$ cat config.mk
export PLATFORM = sky130hd
export DESIGN_NAME = if_axi_responder_flat
export DESIGN_NICKNAME = d
export VERILOG_FILES = /design/src/rtl/if_axi_responder_pkg.sv /design/src/rtl/if_axi_responder_if.sv /design/src/rtl/if_axi_responder_rdata_align.sv /design/src/rtl/if_axi_responder.sv /design/src/flat_wrapper.sv
export SDC_FILE = /design/constraint.sdc
export NUM_CORES = 1
export LEC_CHECK = 0
export ABC_CLOCK_PERIOD_IN_PS = 1600
export BUFFER_PORTS_ARGS = -buffer_cell sky130_fd_sc_hd__buf_2
export CELL_PAD_IN_SITES_DETAIL_PLACEMENT = 1
export CELL_PAD_IN_SITES_GLOBAL_PLACEMENT = 1
export CORE_MARGIN = 2
export CORE_UTILIZATION = 33
export DETAILED_ROUTE_END_ITERATION = 10
export PLACE_DENSITY = 0.74
export SYNTH_ARGS = -nofsm -noshare
export SYNTH_HDL_FRONTEND = slang
export SYNTH_SLANG_ARGS = --single-unit
$ cat constraint.sdc
create_clock -name clock -period 1.6 [get_ports clock]
set_input_delay 0.16 -clock clock [delete_from_list [all_inputs] [get_ports clock]]
set_output_delay 0.16 -clock clock [all_outputs]
set_load 0.05 [all_outputs]
$ cat src/rtl/if_axi_responder_pkg.sv
// Shared definitions for the instruction-fetch to AXI4 read responder.
//   - fetch size codes, AXI response codes, AXI burst codes
//   - responder FSM state encoding
//   - natural-alignment helper used when IF_ALIGN_CHECK_EN is defined
package if_axi_responder_pkg;

  typedef enum logic [1:0] {
    SIZE_BYTE  = 2'b00,
    SIZE_HALF  = 2'b01,
    SIZE_WORD  = 2'b10,
    SIZE_DWORD = 2'b11
  } if_size_e;

  localparam logic [1:0] RESP_OKAY   = 2'b00;
  localparam logic [1:0] RESP_EXOKAY = 2'b01;
  localparam logic [1:0] RESP_SLVERR = 2'b10;
  localparam logic [1:0] RESP_DECERR = 2'b11;

  localparam logic [1:0] BURST_FIXED = 2'b00;
  localparam logic [1:0] BURST_INCR  = 2'b01;
  localparam logic [1:0] BURST_WRAP  = 2'b10;

  // Every fetch reads one full 8-byte beat.
  localparam logic [2:0] AR_SIZE_8B = 3'b011;

  typedef enum logic [1:0] {
    ST_IDLE = 2'b00,
    ST_AR   = 2'b01,
    ST_R    = 2'b10,
    ST_DONE = 2'b11
  } state_e;

  // True when the byte offset is not a multiple of the access size.
  function automatic logic is_misaligned(input logic [2:0] offs, input logic [1:0] size);
    case (if_size_e'(size))
      SIZE_HALF:  return offs[0];
      SIZE_WORD:  return |offs[1:0];
      SIZE_DWORD: return |offs[2:0];
      default:    return 1'b0;
    endcase
  endfunction

endpackage

$ cat src/rtl/if_axi_responder_if.sv
// Bundle of the core-side fetch handshake and the AXI4 read channels.
//   master modport : view of the responder (drives AR, consumes R, answers core)
//   slave  modport : view of the surrounding core + AXI slave
interface if_axi_responder_if;
  // Core fetch side
  logic        if_valid;
  logic        if_ready;
  logic [63:0] if_addr;
  logic [1:0]  if_size;
  logic [63:0] if_data_read;
  logic [1:0]  if_resp;
  // AXI4 read address channel
  logic        ar_valid;
  logic        ar_ready;
  logic [63:0] ar_addr;
  logic [3:0]  ar_id;
  logic [7:0]  ar_len;
  logic [2:0]  ar_size;
  logic [1:0]  ar_burst;
  // AXI4 read data channel
  logic        r_valid;
  logic        r_ready;
  logic [63:0] r_data;
  logic [1:0]  r_resp;
  logic        r_last;
  logic [3:0]  r_id;

  modport master (
    input  if_valid, if_addr, if_size,
    output if_ready, if_data_read, if_resp,
    output ar_valid, ar_addr, ar_id, ar_len, ar_size, ar_burst,
    input  ar_ready,
    input  r_valid, r_data, r_resp, r_last, r_id,
    output r_ready
  );

  modport slave (
    output if_valid, if_addr, if_size,
    input  if_ready, if_data_read, if_resp,
    input  ar_valid, ar_addr, ar_id, ar_len, ar_size, ar_burst,
    output ar_ready,
    output r_valid, r_data, r_resp, r_last, r_id,
    input  r_ready
  );
endinterface

$ cat src/rtl/if_axi_responder_rdata_align.sv
// if_rdata_align: combinational extraction of the requested item from an
// 8-byte read beat.
//   data    : raw 64-bit beat
//   addr    : byte offset of the request within the beat
//   size    : fetch size code
//   aligned : item shifted to bit 0, upper bits zeroed
// Bytes beyond the end of the beat are shifted in as zero (misaligned
// requests are truncated at the line boundary).
module if_rdata_align
  import if_axi_responder_pkg::*;
(
  input  logic [63:0] data,
  input  logic [2:0]  addr,
  input  logic [1:0]  size,
  output logic [63:0] aligned
);

  logic [63:0] shifted;

  assign shifted = data >> {addr, 3'b000};

  always_comb begin
    aligned = '0;
    case (if_size_e'(size))
      SIZE_BYTE:  aligned = {56'd0, shifted[7:0]};
      SIZE_HALF:  aligned = {48'd0, shifted[15:0]};
      SIZE_WORD:  aligned = {32'd0, shifted[31:0]};
      default:    aligned = shifted;
    endcase
  end

endmodule

$ cat src/rtl/if_axi_responder.sv
// if_axi_responder: turns one core fetch request into a single-beat AXI4
// INCR read of the enclosing 8-byte line and returns the requested item.
//   clock : sole clock, rising edge
//   reset : asynchronous, active-low
//   bus   : if_axi_responder_if.master (fetch handshake + AXI AR/R channels)
// Optional build macro IF_ALIGN_CHECK_EN: misaligned requests complete
// immediately with SLVERR and zero data, without an AXI read.
module if_axi_responder
  import if_axi_responder_pkg::*;
(
  input  logic                 clock,
  input  logic                 reset,
  if_axi_responder_if.master   bus
);

  state_e      state_q, state_d;
  logic [63:0] addr_q,  addr_d;
  logic [1:0]  size_q,  size_d;
  logic [63:0] data_q,  data_d;
  logic [1:0]  resp_q,  resp_d;
  logic [63:0] aligned;

  // Only one read is ever outstanding, so the returned ID carries no information.
  logic unused_r_id;
  assign unused_r_id = ^bus.r_id;

  if_rdata_align u_align (
    .data    (bus.r_data),
    .addr    (addr_q[2:0]),
    .size    (size_q),
    .aligned (aligned)
  );

  always_comb begin
    state_d = state_q;
    addr_d  = addr_q;
    size_d  = size_q;
    data_d  = data_q;
    resp_d  = resp_q;
    case (state_q)
      ST_IDLE: begin
        if (bus.if_valid) begin
          addr_d = bus.if_addr;
          size_d = bus.if_size;
`ifdef IF_ALIGN_CHECK_EN
          if (is_misaligned(bus.if_addr[2:0], bus.if_size)) begin
            data_d  = '0;
            resp_d  = RESP_SLVERR;
            state_d = ST_DONE;
          end else begin
            state_d = ST_AR;
          end
`else
          state_d = ST_AR;
`endif
        end
      end
      ST_AR: begin
        if (bus.ar_ready) state_d = ST_R;
      end
      ST_R: begin
        // Beats without r_last are accepted and dropped.
        if (bus.r_valid && bus.r_last) begin
          data_d  = aligned;
          resp_d  = bus.r_resp;
          state_d = ST_DONE;
        end
      end
      ST_DONE: state_d = ST_IDLE;
      default: state_d = ST_IDLE;
    endcase
  end

  always_ff @(posedge clock or negedge reset) begin
    if (!reset) begin
      state_q <= ST_IDLE;
      addr_q  <= '0;
      size_q  <= '0;
      data_q  <= '0;
      resp_q  <= '0;
    end else begin
      state_q <= state_d;
      addr_q  <= addr_d;
      size_q  <= size_d;
      data_q  <= data_d;
      resp_q  <= resp_d;
    end
  end

  // AR fields derive only from registered state, so they stay stable under backpressure.
  assign bus.ar_valid     = (state_q == ST_AR);
  assign bus.ar_addr      = {addr_q[63:3], 3'b000};
  assign bus.ar_id        = 4'd0;
  assign bus.ar_len       = 8'd0;
  assign bus.ar_size      = AR_SIZE_8B;
  assign bus.ar_burst     = BURST_INCR;
  assign bus.r_ready      = (state_q == ST_R);
  assign bus.if_ready     = (state_q == ST_DONE);
  assign bus.if_data_read = data_q;
  assign bus.if_resp      = resp_q;

endmodule

$ cat src/flat_wrapper.sv
// flat-port wrapper written by rule: the top's interface ports become plain ports
module if_axi_responder_flat import if_axi_responder_pkg::*;
  (clock, reset, bus_if_valid, bus_if_addr, bus_if_size, bus_if_ready, bus_if_data_read, bus_if_resp, bus_ar_valid, bus_ar_addr, bus_ar_id, bus_ar_len, bus_ar_size, bus_ar_burst, bus_ar_ready, bus_r_valid, bus_r_data, bus_r_resp, bus_r_last, bus_r_id, bus_r_ready);
  if_axi_responder_if bus_i ();
  input  logic clock;
  input  logic reset;
  input wire logic [$bits(bus_i.if_valid)-1:0] bus_if_valid;
  input wire logic [$bits(bus_i.if_addr)-1:0] bus_if_addr;
  input wire logic [$bits(bus_i.if_size)-1:0] bus_if_size;
  output wire logic [$bits(bus_i.if_ready)-1:0] bus_if_ready;
  output wire logic [$bits(bus_i.if_data_read)-1:0] bus_if_data_read;
  output wire logic [$bits(bus_i.if_resp)-1:0] bus_if_resp;
  output wire logic [$bits(bus_i.ar_valid)-1:0] bus_ar_valid;
  output wire logic [$bits(bus_i.ar_addr)-1:0] bus_ar_addr;
  output wire logic [$bits(bus_i.ar_id)-1:0] bus_ar_id;
  output wire logic [$bits(bus_i.ar_len)-1:0] bus_ar_len;
  output wire logic [$bits(bus_i.ar_size)-1:0] bus_ar_size;
  output wire logic [$bits(bus_i.ar_burst)-1:0] bus_ar_burst;
  input wire logic [$bits(bus_i.ar_ready)-1:0] bus_ar_ready;
  input wire logic [$bits(bus_i.r_valid)-1:0] bus_r_valid;
  input wire logic [$bits(bus_i.r_data)-1:0] bus_r_data;
  input wire logic [$bits(bus_i.r_resp)-1:0] bus_r_resp;
  input wire logic [$bits(bus_i.r_last)-1:0] bus_r_last;
  input wire logic [$bits(bus_i.r_id)-1:0] bus_r_id;
  output wire logic [$bits(bus_i.r_ready)-1:0] bus_r_ready;
  assign bus_i.if_valid = bus_if_valid;
  assign bus_i.if_addr = bus_if_addr;
  assign bus_i.if_size = bus_if_size;
  assign bus_if_ready = bus_i.if_ready;
  assign bus_if_data_read = bus_i.if_data_read;
  assign bus_if_resp = bus_i.if_resp;
  assign bus_ar_valid = bus_i.ar_valid;
  assign bus_ar_addr = bus_i.ar_addr;
  assign bus_ar_id = bus_i.ar_id;
  assign bus_ar_len = bus_i.ar_len;
  assign bus_ar_size = bus_i.ar_size;
  assign bus_ar_burst = bus_i.ar_burst;
  assign bus_i.ar_ready = bus_ar_ready;
  assign bus_i.r_valid = bus_r_valid;
  assign bus_i.r_data = bus_r_data;
  assign bus_i.r_resp = bus_r_resp;
  assign bus_i.r_last = bus_r_last;
  assign bus_i.r_id = bus_r_id;
  assign bus_r_ready = bus_i.r_ready;
  if_axi_responder u_core (.clock(clock), .reset(reset), .bus(bus_i));
endmodule
==> metrics.md <==
| Metric | Value |
|---|---|
| Final count of pins violating max slew | 0 |
| Slack of the worst reg-to-reg path | -0.03 ns |
| Setup Slack @ Placement | -0.0592 ns |
| Vias post-DR | 6,104 |
| Total of max-cap violations | 0 |
| Clock Power Share | 16.2% |
| Seq pwr share | 24.5% |
| Static leakage | 4.94 nW |
| Most instantiated flip-flop cell in the synthesis netlist | dfrtp_1 |
| Final setup fails | 3 |
| Maximum clock path buffer count | 2 |
| Arrival @ worst endpoint | 1.92 ns |
| Count of boundary I/O pins | 292 |
| Detailed Route Iter0 Violations | 183 |
| Vias in the first global route | 6,555 |
| Sinks on Clock Net | 134 |
| Result of the run | complete, but fails checks |
| Critical Path Source Type | flip-flop |
| Number of standard cells in the final layout excluding fillers | 1,238 |
| Switching power as a share of total power | 50.0% |
| Die area | 22,800 sq um |
| Routability Congestion | 0.879 |
| Clock latency on the worst-skew pair | 0.42 ns |
| Comb pwr share | 59.3% |
| Number of levels the H-tree was split into | 4 |
| Kind of path behind the tightest hold check | input port to flip-flop |
| R2R cell count | 6 |
| Total internal power | 11.9 mW |
| Largest net degree at the start of global routing | 51 |
| Fraction of the cycle the final worst path needs | 102% |
| GRT Residual Overflow | 0 |
| Fraction of final layout cells sized beyond drive strength 1 | 51.9% |
| Total Nets Final | 1,091 |
| CTS Root Buffer Type | clkbuf_16 |
| Count of input and output buffers | 267 |
| Post-detailed-placement cell area | 8470 sq um |
| Setup repair after global routing missed its margin | true |
| Post-Synthesis Cells | 635 |
| Sum of internal, switching and leakage power | 23.7 mW |
| Max Fanout on Critical Path | 9 |
| Worst Hold Slack | 0.0118 ns |
| Cell Rows | 53 |
| Floorplan die width | 151 um |
| Post-synthesis register bit count | 134 |
| Number of antenna violations at the first check in global routing | 12 |
| Worst Clk Skew | 0.0127 ns |
| End point of the critical path | u_core.bus.if_data_read[22] |
| Synth async-reset ratio | 100% |
| Detailed placement HPWL | 18,400 um |
| Highest attainable clock frequency | 615 MHz |
| Signed area change from the synthesized netlist to the final layout | 42.6% |
| Vertical die dimension | 151 um |
| Overall routing resource usage | 22.5% |
| Worst reg2reg path startpoint | u_core.addr_q[0] |
| Vias/cell | 4.93 |
| Routed WL per cell | 21.0 um |
| CTS tree | done |
| Clock buffers created by TritonCTS | 17 |
| Reg2Reg Capture Point | u_core.bus.if_data_read[22] |
| Detailed-route DRC error count | 0 |
| Wire length of the first global-routing pass | 38,100 um |
| Clk pin slew, worst setup/hold paths | 0.06 ns |
| WL final | 26,100 um |
| Post-layout min period | 1.63 ns |
| Pre-Repair DR Iteration Count | 4 |
| Violations in the final reports | negative setup slack |
| Synthesized area divided by synthesized cell count | 11.2 sq um |
| Area of all placed cells without fillers | 10,200 sq um |
| Count of unique library cells instantiated by Yosys | 42 |
| Setup tns final | -0.0298 ns |
| Number of enable-type register cells in the synthesized netlist | 0 |
| Starting Density | 33.8% |
| Power density normalized to cell area | 2340 nW/um^2 |
| Setup crit start | u_core.addr_q[0] |
| VDD IR max | 0.775 mV |
| Synth warn | 0 |
| Final setup margin | -0.0264 ns |
| Endpoint kind of the worst setup timing path | flip-flop |
| Type of the setup path with the least slack | flip-flop to flip-flop |
| Leading cell type in the layout, fill and taps excluded | buf_2 |
| Post-Synthesis Cell Area | 7120 sq um |
| Core footprint | 21,100 sq um |
| Required time at the endpoint of the critical path | 1.89 ns |
| Final core area utilization | 48.2% |
| Residual antenna-violating net count after detailed routing | 0 |
| Net switching component of the power | 11.9 mW |
| Most used cells in the layout excluding fill and tap cells | buf_2, dfrtp_1, mux2_2 |
| Hold violation count in the final report | 0 |
| Sequential cell area fraction in the yosys report | 47.1% |
| DP Cell Count | 1,122 |
[routing by layer]
| layer | wire, um | track usage [%] | share of wire (%) |
|---|---|---|---|
| met1 | 10100 | 26.1 | 39 |
| met2 | 13200 | 40.3 | 51 |
| met3 | 2140 | 6.90 | 8.2 |
| met4 | 513 | 5.93 | 2.0 |
| met5 | 69 | 0 | 0.26 |
[critical path: stages (launching register included)]
cell and delay (ns):
dfrtp_4 0.56, buf_12 0.18, buf_4 0.16, mux2i_1 0.23, o22ai_1 0.13, a21oi_1 0.15, o21ai_0 0.09
[logic make-up after synthesis]
kind of cell             after synthesis  synth area share [%]
multiplexers                         128                  19.6
AO/OA/AOI/OAI                        138                  13.0
adder cells (fa/ha/maj)                5                 0.879
other                                  2                 0.105
buffers and inverters                127                  12.6
AND/OR/NAND/NOR                      101                  6.73
flip-flops                           134                  47.1
[layout make-up]
class                           count  area [sq um]
Multi-Input combinational cell    392          3150
Antenna cell                        6          15.0
Timing Repair Buffer              393          2690
Tap cell                          275           344
Inverter                            6          22.5
Fill cell                        2343         10900
Sequential cell                   134          3360
Clock inverter                     14           140
Clock buffer                       18           439
[flip-flops by register name, summed over array words and instances, names as in the netlist]
register,cells
u_core.bus.if_data_read,64
u_core.addr_q,64
u_core.bus.if_resp,2
u_core.state_q,2
u_core.size_q,2
[cells in the mapped netlist (10+ instances only)]
master | n | share of area (%)
o22ai_1 | 14 | 1.2
buf_2 | 17 | 1.2
nand2b_1 | 10 | 0.88
mux2_2 | 86 | 14
o21ai_0 | 34 | 2.4
a22o_1 | 22 | 2.7
clkbuf_1 | 11 | 0.58
buf_4 | 85 | 9.0
mux2i_1 | 40 | 5.6
nand2_1 | 64 | 3.4
dfrtp_1 | 134 | 47
nor2_1 | 10 | 0.53
a21oi_1 | 21 | 1.5
[repair_timing]
action | 4_1_cts | 5_1_grt
setup endpoints to repair | 85 | 59
hold buffers | 66 | 0
gates cloned | 2 | 1
endpoints found under the hold margin | 107 | 0
setup buffers | 4 | 5
pin swaps | 1 | 11
gates resized for setup | 18 | 48
[power by group through the flow]
| stage | registers, mW | logic [mW] | clock network [mW] |
|---|---|---|---|
| finish | 5.80 | 14.1 | 3.85 |
| global route | 5.97 | 14.9 | 4.09 |
| floorplan | 7.47 | 8.96 | 0 |
| global placement | 5.68 | 12.8 | 0 |
| detailed placement | 5.76 | 13.1 | 0 |
| CTS | 5.72 | 13.5 | 3.94 |
[how the worst min path moves through the flow]
stage | endpoint | startpoint | slack [ns] | cells after the start
after floorplan | u_core.addr_q[0] | reset | -0.14 | 0
after global placement | u_core.addr_q[12] | reset | 0.13 | 1
after detailed placement | u_core.addr_q[13] | reset | 0.13 | 1
after CTS | u_core.addr_q[0] | bus_if_addr[0] | 0.002 | 2
after global routing | u_core.addr_q[0] | bus_if_addr[0] | 0.008 | 2
final | u_core.addr_q[0] | bus_if_addr[0] | 0.01 | 2
Note: power is estimated with default switching activity, not from simulation.
